## config.mk

```make
export PLATFORM = sky130hd
export DESIGN_NAME = seg_scan_driver_flat
export DESIGN_NICKNAME = d
export VERILOG_FILES = /design/src/rtl/seg_scan_pkg.sv /design/src/rtl/seg_scan_driver_if.sv /design/src/rtl/seg_scan_timer.sv /design/src/rtl/seg_scan_driver.sv /design/src/flat_wrapper.sv
export SDC_FILE = /design/constraint.sdc
export NUM_CORES = 1
export LEC_CHECK = 0
export CORE_UTILIZATION = 40
export CTS_CLUSTER_SIZE = 14
export DETAILED_ROUTE_END_ITERATION = 10
export SETUP_SLACK_MARGIN = 0.15
export SYNTH_ARGS = -nofsm -noshare
export SYNTH_HDL_FRONTEND = slang
export SYNTH_SLANG_ARGS = --single-unit
```

## constraint.sdc

```tcl
create_clock -name clk_out -period 3.3 [get_ports clk_out]
set_input_delay 0.99 -clock clk_out [delete_from_list [all_inputs] [get_ports clk_out]]
set_output_delay 0.99 -clock clk_out [all_outputs]
set_load 0.005 [all_outputs]
```

## src/rtl/seg_scan_pkg.sv

```systemverilog
// Shared helpers for the multiplexed 7-segment scan driver: polarity
// application, inactive ("blank") bus values and counter width sizing.
package seg_scan_pkg;

    // Widest bus the polarity helpers handle. Callers zero-extend their
    // value in and truncate the result back to their own width.
    localparam int POL_MAX_W = 64;

    // Inactive levels for an active-low and an active-high output.
    localparam logic [POL_MAX_W-1:0] BLANK_ACT_LOW  = '1;
    localparam logic [POL_MAX_W-1:0] BLANK_ACT_HIGH = '0;

    // Counter width for a modulo-n counter, never narrower than one bit.
    function automatic int clog2_min1(input int n);
        return (n <= 2) ? 1 : $clog2(n);
    endfunction

    // Convert an active-high pattern into pin levels.
    function automatic logic [POL_MAX_W-1:0] apply_pol(
        input logic [POL_MAX_W-1:0] value,
        input bit                   act_low
    );
        return act_low ? ~value : value;
    endfunction

    // All-inactive pin level for the given polarity.
    function automatic logic [POL_MAX_W-1:0] blank_val(input bit act_low);
        return act_low ? BLANK_ACT_LOW : BLANK_ACT_HIGH;
    endfunction

endpackage

```

## src/rtl/seg_scan_driver_if.sv

```systemverilog
// Frame-update channel: the content source offers a full set of digit
// patterns with upd_valid; the driver accepts it when upd_ready is high.
interface seg_scan_driver_if #(
    parameter int NUM_DIGITS = 8,
    parameter int SEG_W      = 8
);
    // Digit k occupies [k*SEG_W +: SEG_W], active-high lit.
    logic [NUM_DIGITS*SEG_W-1:0] digits_in;
    logic                        upd_valid;
    logic                        upd_ready;

    modport master (
        output digits_in,
        output upd_valid,
        input  upd_ready
    );

    modport slave (
        input  digits_in,
        input  upd_valid,
        output upd_ready
    );
endinterface

```

## src/rtl/seg_scan_timer.sv

```systemverilog
// Scan timebase: position inside the digit slot, current digit, frame
// counter and the blink half-period phase derived from it.
module seg_scan_timer
    import seg_scan_pkg::*;
#(
    parameter int NUM_DIGITS   = 8,
    parameter int SCAN_DIV     = 128,
    parameter int BLINK_FRAMES = 250,
    localparam int SLOT_W      = clog2_min1(SCAN_DIV),
    localparam int DIG_W       = clog2_min1(NUM_DIGITS)
) (
    input  logic              clk_out,
    input  logic              reset,
    output logic [SLOT_W-1:0] slot_cnt,
    output logic [DIG_W-1:0]  dig_idx,
    output logic              boundary,
    output logic              blink_phase
);

    localparam int FRAME_W = clog2_min1(BLINK_FRAMES);

    logic [SLOT_W-1:0]  slot_cnt_reg, slot_cnt_next;
    logic [DIG_W-1:0]   dig_idx_reg, dig_idx_next;
    logic [FRAME_W-1:0] frame_cnt_reg, frame_cnt_next;
    logic               blink_phase_reg, blink_phase_next;
    logic               slot_end;
    logic               dig_last;
    logic               frame_last;

    assign slot_end   = (slot_cnt_reg == SLOT_W'(SCAN_DIV - 1));
    // With a single digit the index register never leaves 0, so every
    // slot end is also a frame end.
    assign dig_last   = (dig_idx_reg == DIG_W'(NUM_DIGITS - 1));
    assign frame_last = (frame_cnt_reg == FRAME_W'(BLINK_FRAMES - 1));

    // Next-state: slot counter always runs, digit advances at slot end,
    // frame counter and blink phase advance at frame end.
    always_comb begin
        slot_cnt_next    = slot_end ? '0 : slot_cnt_reg + 1'b1;
        dig_idx_next     = dig_idx_reg;
        frame_cnt_next   = frame_cnt_reg;
        blink_phase_next = blink_phase_reg;
        if (slot_end) begin
            dig_idx_next = dig_last ? '0 : dig_idx_reg + 1'b1;
            if (dig_last) begin
                if (frame_last) begin
                    frame_cnt_next   = '0;
                    blink_phase_next = ~blink_phase_reg;
                end else begin
                    frame_cnt_next = frame_cnt_reg + 1'b1;
                end
            end
        end
    end

    // Timebase registers; cleared immediately when reset is asserted.
    always_ff @(posedge clk_out or negedge reset) begin
        if (!reset) begin
            slot_cnt_reg    <= '0;
            dig_idx_reg     <= '0;
            frame_cnt_reg   <= '0;
            blink_phase_reg <= 1'b0;
        end else begin
            slot_cnt_reg    <= slot_cnt_next;
            dig_idx_reg     <= dig_idx_next;
            frame_cnt_reg   <= frame_cnt_next;
            blink_phase_reg <= blink_phase_next;
        end
    end

    assign slot_cnt    = slot_cnt_reg;
    assign dig_idx     = dig_idx_reg;
    assign boundary    = slot_end && dig_last;
    assign blink_phase = blink_phase_reg;

endmodule

```

## src/rtl/seg_scan_driver.sv

```systemverilog
// Multiplexed 7-segment scan driver. Shows one digit per slot on a shared
// segment bus, blanks the start of every slot against ghosting, applies PWM
// brightness, per-digit enable and blink, and swaps in new frames only at
// frame boundaries through a staging/shadow buffer pair.
module seg_scan_driver
    import seg_scan_pkg::*;
#(
    parameter int NUM_DIGITS   = 8,
    parameter int SEG_W        = 8,
    parameter int SCAN_DIV     = 128,
    parameter int DEAD_CYC     = 4,
    parameter int BRIGHT_W     = 4,
    parameter int BLINK_FRAMES = 250,
    parameter int SEG_ACT_LOW  = 1,
    parameter int DIG_ACT_LOW  = 1
) (
    input  logic                  clk_out,
    input  logic                  reset,
    seg_scan_driver_if.slave      upd_bus,
    input  logic [NUM_DIGITS-1:0] digit_en,
    input  logic [NUM_DIGITS-1:0] blink_mask,
    input  logic [BRIGHT_W-1:0]   brightness,
    output logic [SEG_W-1:0]      display_out,
    output logic [NUM_DIGITS-1:0] seg_control,
    output logic                  frame_tick
);

    localparam int SLOT_W = clog2_min1(SCAN_DIV);
    localparam int DIG_W  = clog2_min1(NUM_DIGITS);
    localparam int OFF_W  = SLOT_W + BRIGHT_W;

    localparam logic [SEG_W-1:0]      SEG_OFF = SEG_W'(blank_val(SEG_ACT_LOW != 0));
    localparam logic [NUM_DIGITS-1:0] DIG_OFF = NUM_DIGITS'(blank_val(DIG_ACT_LOW != 0));

    genvar gi;

    // ------------------------------------------------------------------
    // Timebase
    // ------------------------------------------------------------------
    logic [SLOT_W-1:0] slot_cnt;
    logic [DIG_W-1:0]  dig_idx;
    logic              boundary;
    logic              blink_phase;

    seg_scan_timer #(
        .NUM_DIGITS   (NUM_DIGITS),
        .SCAN_DIV     (SCAN_DIV),
        .BLINK_FRAMES (BLINK_FRAMES)
    ) u_timer (
        .clk_out     (clk_out),
        .reset       (reset),
        .slot_cnt    (slot_cnt),
        .dig_idx     (dig_idx),
        .boundary    (boundary),
        .blink_phase (blink_phase)
    );

    // ------------------------------------------------------------------
    // Frame buffers: staging takes the offered frame, shadow is what is
    // displayed. Shadow only changes at a frame boundary, so a frame is
    // never shown half old and half new.
    // ------------------------------------------------------------------
    logic                        staging_full_reg, staging_full_next;
    logic                        take_upd;
    logic                        load_shadow;
    logic [NUM_DIGITS*SEG_W-1:0] shadow_flat;

    assign take_upd          = upd_bus.upd_valid && !staging_full_reg;
    assign load_shadow       = boundary && staging_full_reg;
    assign upd_bus.upd_ready = !staging_full_reg;

    // A capture in the boundary cycle sees staging empty and no load, so
    // it waits in staging for the following boundary.
    always_comb begin
        staging_full_next = staging_full_reg;
        if (load_shadow) begin
            staging_full_next = 1'b0;
        end
        if (take_upd) begin
            staging_full_next = 1'b1;
        end
    end

    // Staging occupancy flag.
    always_ff @(posedge clk_out or negedge reset) begin
        if (!reset) begin
            staging_full_reg <= 1'b0;
        end else begin
            staging_full_reg <= staging_full_next;
        end
    end

    generate
        for (gi = 0; gi < NUM_DIGITS; gi++) begin : g_buf
            logic [SEG_W-1:0] staging_reg;
            logic [SEG_W-1:0] shadow_reg;

            // Per-digit staging capture and boundary copy into shadow.
            always_ff @(posedge clk_out or negedge reset) begin
                if (!reset) begin
                    staging_reg <= '0;
                    shadow_reg  <= '0;
                end else begin
                    if (take_upd) begin
                        staging_reg <= upd_bus.digits_in[gi*SEG_W +: SEG_W];
                    end
                    if (load_shadow) begin
                        shadow_reg <= staging_reg;
                    end
                end
            end

            assign shadow_flat[gi*SEG_W +: SEG_W] = shadow_reg;
        end
    endgenerate

    // ------------------------------------------------------------------
    // Activity decode
    // ------------------------------------------------------------------
    logic [BRIGHT_W-1:0]   brt_reg;
    logic [BRIGHT_W-1:0]   brt_eff;
    logic [BRIGHT_W-1:0]   pwm_pos;
    logic                  in_dead;
    logic                  pwm_on;
    logic                  digit_on;
    logic                  active;
    logic [SEG_W-1:0]      seg_pattern;
    logic [NUM_DIGITS-1:0] dig_onehot;

    // Brightness is latched at slot start; offset 0 uses the live value so
    // a slot never mixes two brightness settings.
    assign brt_eff = (slot_cnt == '0) ? brightness : brt_reg;

    // Hold brightness for the rest of the slot.
    always_ff @(posedge clk_out or negedge reset) begin
        if (!reset) begin
            brt_reg <= '0;
        end else if (slot_cnt == '0) begin
            brt_reg <= brightness;
        end
    end

    // PWM position counts from the end of the dead window, modulo 2^BRIGHT_W.
    assign pwm_pos  = BRIGHT_W'({{BRIGHT_W{1'b0}}, slot_cnt} - OFF_W'(DEAD_CYC));
    assign in_dead  = (slot_cnt < SLOT_W'(DEAD_CYC));
    assign pwm_on   = (&brt_eff) || (pwm_pos < brt_eff);
    assign digit_on = digit_en[dig_idx] && !(blink_mask[dig_idx] && blink_phase);
    assign active   = !in_dead && digit_on && pwm_on;

    assign seg_pattern = shadow_flat[dig_idx*SEG_W +: SEG_W];

    // One-hot select for the current digit.
    always_comb begin
        dig_onehot          = '0;
        dig_onehot[dig_idx] = 1'b1;
    end

    // ------------------------------------------------------------------
    // Output registers: one cycle behind the timebase.
    // ------------------------------------------------------------------
    logic [SEG_W-1:0]      display_out_reg, display_out_next;
    logic [NUM_DIGITS-1:0] seg_control_reg, seg_control_next;
    logic                  frame_tick_reg;

    // Drive the selected digit only while active; otherwise all pins idle.
    always_comb begin
        display_out_next = SEG_OFF;
        seg_control_next = DIG_OFF;
        if (active) begin
            display_out_next = SEG_W'(apply_pol(POL_MAX_W'(seg_pattern), SEG_ACT_LOW != 0));
            seg_control_next = NUM_DIGITS'(apply_pol(POL_MAX_W'(dig_onehot), DIG_ACT_LOW != 0));
        end
    end

    // Pin registers and the frame tick, forced idle as soon as reset asserts.
    always_ff @(posedge clk_out or negedge reset) begin
        if (!reset) begin
            display_out_reg <= SEG_OFF;
            seg_control_reg <= DIG_OFF;
            frame_tick_reg  <= 1'b0;
        end else begin
            display_out_reg <= display_out_next;
            seg_control_reg <= seg_control_next;
            frame_tick_reg  <= boundary;
        end
    end

    assign display_out = display_out_reg;
    assign seg_control = seg_control_reg;
    assign frame_tick  = frame_tick_reg;

endmodule

```

## src/flat_wrapper.sv

```systemverilog
// flat-port wrapper written by rule: the top's interface ports become plain ports
module seg_scan_driver_flat import seg_scan_pkg::*;
#(
    parameter int NUM_DIGITS   = 8,
    parameter int SEG_W        = 8,
    parameter int SCAN_DIV     = 128,
    parameter int DEAD_CYC     = 4,
    parameter int BRIGHT_W     = 4,
    parameter int BLINK_FRAMES = 250,
    parameter int SEG_ACT_LOW  = 1,
    parameter int DIG_ACT_LOW  = 1
)
  (clk_out, reset, digit_en, blink_mask, brightness, display_out, seg_control, frame_tick, upd_bus_digits_in, upd_bus_upd_valid, upd_bus_upd_ready);
  seg_scan_driver_if #(.NUM_DIGITS(NUM_DIGITS), .SEG_W(SEG_W)) upd_bus_i ();
  input  logic clk_out;
  input  logic reset;
  input  logic [NUM_DIGITS-1:0] digit_en;
  input  logic [NUM_DIGITS-1:0] blink_mask;
  input  logic [BRIGHT_W-1:0] brightness;
  output logic [SEG_W-1:0] display_out;
  output logic [NUM_DIGITS-1:0] seg_control;
  output logic frame_tick;
  input wire logic [$bits(upd_bus_i.digits_in)-1:0] upd_bus_digits_in;
  input wire logic [$bits(upd_bus_i.upd_valid)-1:0] upd_bus_upd_valid;
  output wire logic [$bits(upd_bus_i.upd_ready)-1:0] upd_bus_upd_ready;
  assign upd_bus_i.digits_in = upd_bus_digits_in;
  assign upd_bus_i.upd_valid = upd_bus_upd_valid;
  assign upd_bus_upd_ready = upd_bus_i.upd_ready;
  seg_scan_driver #(.NUM_DIGITS(NUM_DIGITS), .SEG_W(SEG_W), .SCAN_DIV(SCAN_DIV), .DEAD_CYC(DEAD_CYC), .BRIGHT_W(BRIGHT_W), .BLINK_FRAMES(BLINK_FRAMES), .SEG_ACT_LOW(SEG_ACT_LOW), .DIG_ACT_LOW(DIG_ACT_LOW)) u_core (.clk_out(clk_out), .reset(reset), .upd_bus(upd_bus_i), .digit_en(digit_en), .blink_mask(blink_mask), .brightness(brightness), .display_out(display_out), .seg_control(seg_control), .frame_tick(frame_tick));
endmodule
```

==> reports/results.txt <==
The logs give 3.61 ns for the required arrival time at the worst endpoint and 0.00728 mm2 for the post-synthesis instance area. Relative to the synthesized area, the layout overhead comes to 25.8%. In this design, the stage delay of the slowest critical-path cell is 0.46 ns. The effective utilization at floorplan came out at 41.5%. The post-layout instance count excluding filler cells came out at 871. For the post-place setup slack, the log shows 0.0203 ns.

The filler cell count in the final layout is 1,517. By area the synthesized netlist is led by sky130_fd_sc_hd__dfrtp_1, sky130_fd_sc_hd__mux2_2, sky130_fd_sc_hd__dfstp_2, sky130_fd_sc_hd__mux2i_1, sky130_fd_sc_hd__ha_1. The internal cell power is 3.55 mW. Sorting the synthesized cells by how often they occur yields sky130_fd_sc_hd__dfrtp_1, sky130_fd_sc_hd__mux2_2, sky130_fd_sc_hd__nand2_1. The final worst setup slack came out at 0.280 ns.

Of all cell types, the one taking the most synthesized area is sky130_fd_sc_hd__dfrtp_1. The tools report the number of antenna violations at the first check in global routing as 0. For the remaining number of nets flagged by the antenna check after routing, the log shows 0.

The top cell type by area accounts for 52.6% of the synthesized area. Synthesis instantiated 52 different standard cells from the library. Counting every net in the synthesized netlist gives 628.

Wires add up to 15.6 mm. The average routed wire per standard cell came out at 17.9 um. The worst setup path is captured at a register.

In this run the static leakage power is 4.01 nW. For the via count, the log shows 4,509. The cell type with the highest occurrence count on the critical path was sky130_fd_sc_hd__o21a_1.

The logs give 10.8 mm for the total half-perimeter wirelength after legalization and detailed placement and 0 for the count of warnings emitted by yosys. The tools report the clock tree root buffer cell as sky130_fd_sc_hd__clkbuf_16. Hold is met by 0.482 ns. For this run, the top clock speed supported by timing is 0.331 GHz.

Most repeated cell in the gate-level netlist after synthesis: sky130_fd_sc_hd__dfrtp_1. The number of placed instances, taps included came out at 839. In this run, flip-flops and latches consume 49.4% of the power. For the count of routing violations after the opening detailed-route iteration, the log shows 219.

The critical path in this run is classified as reg -> reg. The highest metal layer carrying signal wires in the routed design is met4. For this run, the detailed router's first-pass iteration total came to 4.

The most common flop cell mapped by yosys was sky130_fd_sc_hd__dfrtp_1. In the detailed route, the total length drawn on met2 is 7.85 mm. Row generation in the floorplan step produced 48 rows. The boundary pin count is 105, and the combinational cell fraction of total power is 5.9%.

The latest clock arrival within the worst-skew pair was 0.41 ns. The number of gates resized after CTS was 0. In this run the mean area of a mapped cell was 13.7 um2. The tightest slew margin relative to the limit came out at 63.5%. The final count of negative-setup-slack endpoints came out at 0. The post-layout utilization of the core is 52.2%, and the remaining global-route overflow is 0. The tools report the final layout net count as 731.

Setup repair after global routing left no endpoint under its margin. The run finished with clean final reports. After detailed routing, the wire length on met1 is 7.03 mm.

Max-cap violations in this run came to 0. The switching power share of the total is 21.4%, and the fraction of registers with async set/reset is 100%. Time the worst path needs with I/O delays and setup: 3.02 ns.

The category of the worst setup path launch point is a register. Counting the buffers created by CTS gives 17. In the final layout, the share of cells above drive strength 1 is 32.4%. The biggest fanout along the worst timing path was 16; the overall power was 4.52 mW. The repair_antennas step left the layout with diodes totalling 0. The number of failing hold endpoints at the final stage is 0, and the placeable core region is 0.0175 mm2.

The die is 137 um tall. After clock tree synthesis, the setup repair step added 0 buffers. Summing the sequential cell areas from Yosys gives 58.4% of the chip area. The slew at the pin closest to its max-slew limit was 0.548 ns; the residual DRC count was 0.

Entering global routing, the biggest net connects 67 pins. For the final routed database, the setup TNS stands at 0 ns. For the cell area reported after detailed placement, the log shows 0.00855 mm2.

The analysis attributes to net switching a power of 0.968 mW. The run gives 2 as the maximum root-to-sink buffer count. The path class of the tightest hold or removal check is reg -> reg.

The clock network accounts for 44.6% of the total power. Between clock sinks in the finished design, the worst skew comes to 0.00789 ns. The die width was 137 um; the data arrival time at the worst-slack endpoint was 3.33 ns.

The master of the slowest instance on the critical path was sky130_fd_sc_hd__o2111a_2. The number of global-route vias before repair came out at 4,752. The quantity of hold-fixing buffers added after cts was 0.

Using the TritonRoute via totals, the vias-per-cell ratio works out to 5.18. Traced cell by cell, the critical path runs through or3_4 > nor2_1 > mux2_2 > inv_1 > ha_1 > o21a_1 > o21a_1 > o221ai_1 > o2111a_2 > o2111ai_1. The clock transition at the register clock pins on the worst setup and hold paths after CTS came out at 0.06 ns. After technology mapping, the gate count stands at 530. TritonCTS built the clock tree. Yosys mapped a number of flops with a built-in enable equal to 0. The weighted congestion at the end of routability-driven global placement came out at 0.857. The run gives 24.9 mm as the wire length of the first global-routing pass. The combined global-route utilization of all metal layers is 17.8%, and the wire length on met3 is 621 um. The tools report the deepest level of the CTS H-tree as 4. Dividing the final minimum period by the clock period gives 91.5%. The total die area was 0.0187 mm2; the power density over the cells was 494 mW/mm2. The maximum vdd drop came out at 0.350 mV. The run gives 0 as the max-slew violation count. During placement, the flow inserted port buffers numbering 104. After routing the design area is 0.00916 mm2.

The number of synthesized register bits was 169; the total clock sinks was 169.
final cells by class:
class / instances / area, um2 / share of cell area (%)
Inverter: 14 / 52.6 / 0.574
Clock buffer: 19 / 433 / 4.73
Multi-Input combinational cell: 318 / 2820 / 30.8
Sequential cell: 169 / 4250 / 46.4
Tap cell: 225 / 282 / 3.07
Timing Repair Buffer: 113 / 1150 / 12.5
Clock inverter: 13 / 171 / 1.87
metal layers:
layer  global-route usage [%]  vias to the layer above
met5                        0                        -
met4                     4.03                        0
met3                     4.30                        6
met2                     30.8                      107
met1                     22.6                     2307
li1                         -                     2089
power by group through the flow:
stage	combinational [mW]	sequential [mW]	clock (mW)
after global routing	0.296	2.25	2.16
final	0.268	2.24	2.02
after floorplan	0.106	2.25	0
after detailed placement	0.273	2.28	0
after CTS	0.275	2.24	2.07
after global placement	0.266	2.27	0
cells in the final DEF, fill, tap and decap left out, types with 3 or more instances in the layout:
| cell type | n |
|---|---|
| sky130_fd_sc_hd__xnor2_1 | 6 |
| sky130_fd_sc_hd__nand4_1 | 5 |
| sky130_fd_sc_hd__o21a_1 | 3 |
| sky130_fd_sc_hd__o22ai_1 | 10 |
| sky130_fd_sc_hd__or3_1 | 3 |
| sky130_fd_sc_hd__ha_1 | 11 |
| sky130_fd_sc_hd__nor3_1 | 3 |
| sky130_fd_sc_hd__o211ai_1 | 3 |
| sky130_fd_sc_hd__clkinv_4 | 3 |
| sky130_fd_sc_hd__nand3_1 | 3 |
| sky130_fd_sc_hd__clkinvlp_4 | 5 |
| sky130_fd_sc_hd__xor2_1 | 5 |
| sky130_fd_sc_hd__clkdlybuf4s50_1 | 103 |
| sky130_fd_sc_hd__dfrtp_1 | 152 |
| sky130_fd_sc_hd__buf_4 | 6 |
| sky130_fd_sc_hd__buf_12 | 3 |
| sky130_fd_sc_hd__inv_1 | 14 |
| sky130_fd_sc_hd__mux4_2 | 3 |
| sky130_fd_sc_hd__dfstp_2 | 16 |
| sky130_fd_sc_hd__clkbuf_16 | 17 |
| sky130_fd_sc_hd__o21ai_0 | 11 |
| sky130_fd_sc_hd__nand2_1 | 30 |
| sky130_fd_sc_hd__bufinv_16 | 3 |
| sky130_fd_sc_hd__mux2_2 | 134 |
| sky130_fd_sc_hd__nor2_1 | 22 |
| sky130_fd_sc_hd__a21oi_1 | 4 |
| sky130_fd_sc_hd__mux2i_1 | 18 |
| sky130_fd_sc_hd__nand4b_1 | 3 |
final timing paths:
kind	from	slack, ns	cells after the start	to
max	u_core.u_timer.slot_cnt[6]$_DFF_PN0_	0.28	10	u_core.display_out[3]$_DFF_PN1_
min	u_core.u_timer.blink_phase$_DFFE_PN0P_	0.48	1	u_core.u_timer.blink_phase$_DFFE_PN0P_
max reg2reg	u_core.u_timer.slot_cnt[6]$_DFF_PN0_	0.28	10	u_core.display_out[3]$_DFF_PN1_
min reg2reg	u_core.u_timer.blink_phase$_DFFE_PN0P_	0.48	1	u_core.u_timer.blink_phase$_DFFE_PN0P_
max in group asynchronous	reset	1.96	2	u_core.display_out[3]$_DFF_PN1_
min in group asynchronous	reset	0.52	1	u_core.g_buf[1].staging_reg[7]$_DFFE_PN0P_
worst max-delay path: cells and delay by family (launching register included):
kind	cells	cell delay, ns
AOI/OAI and AO/OA	5	1.19
adders and majority gates	1	0.23
buffers and inverters	1	0.07
DFF	1	0.43
muxes	1	0.37
and+or+nand+nor	2	0.63
kinds of logic (layout without fill, tap and decap cells):
logic type | after synthesis | count (layout) | synth area share, %
buffers and inverters | 43 | 159 | 3.01
XOR/XNOR | 11 | 11 | 1.32
adder cells (fa/ha/maj) | 11 | 11 | 1.89
multiplexers | 155 | 155 | 24.1
flip-flops | 169 | 169 | 58.4
AO/OA/AOI/OAI | 52 | 52 | 5.14
AND/OR/NAND/NOR | 89 | 89 | 6.15
Note: power is estimated with default switching activity, not from simulation.
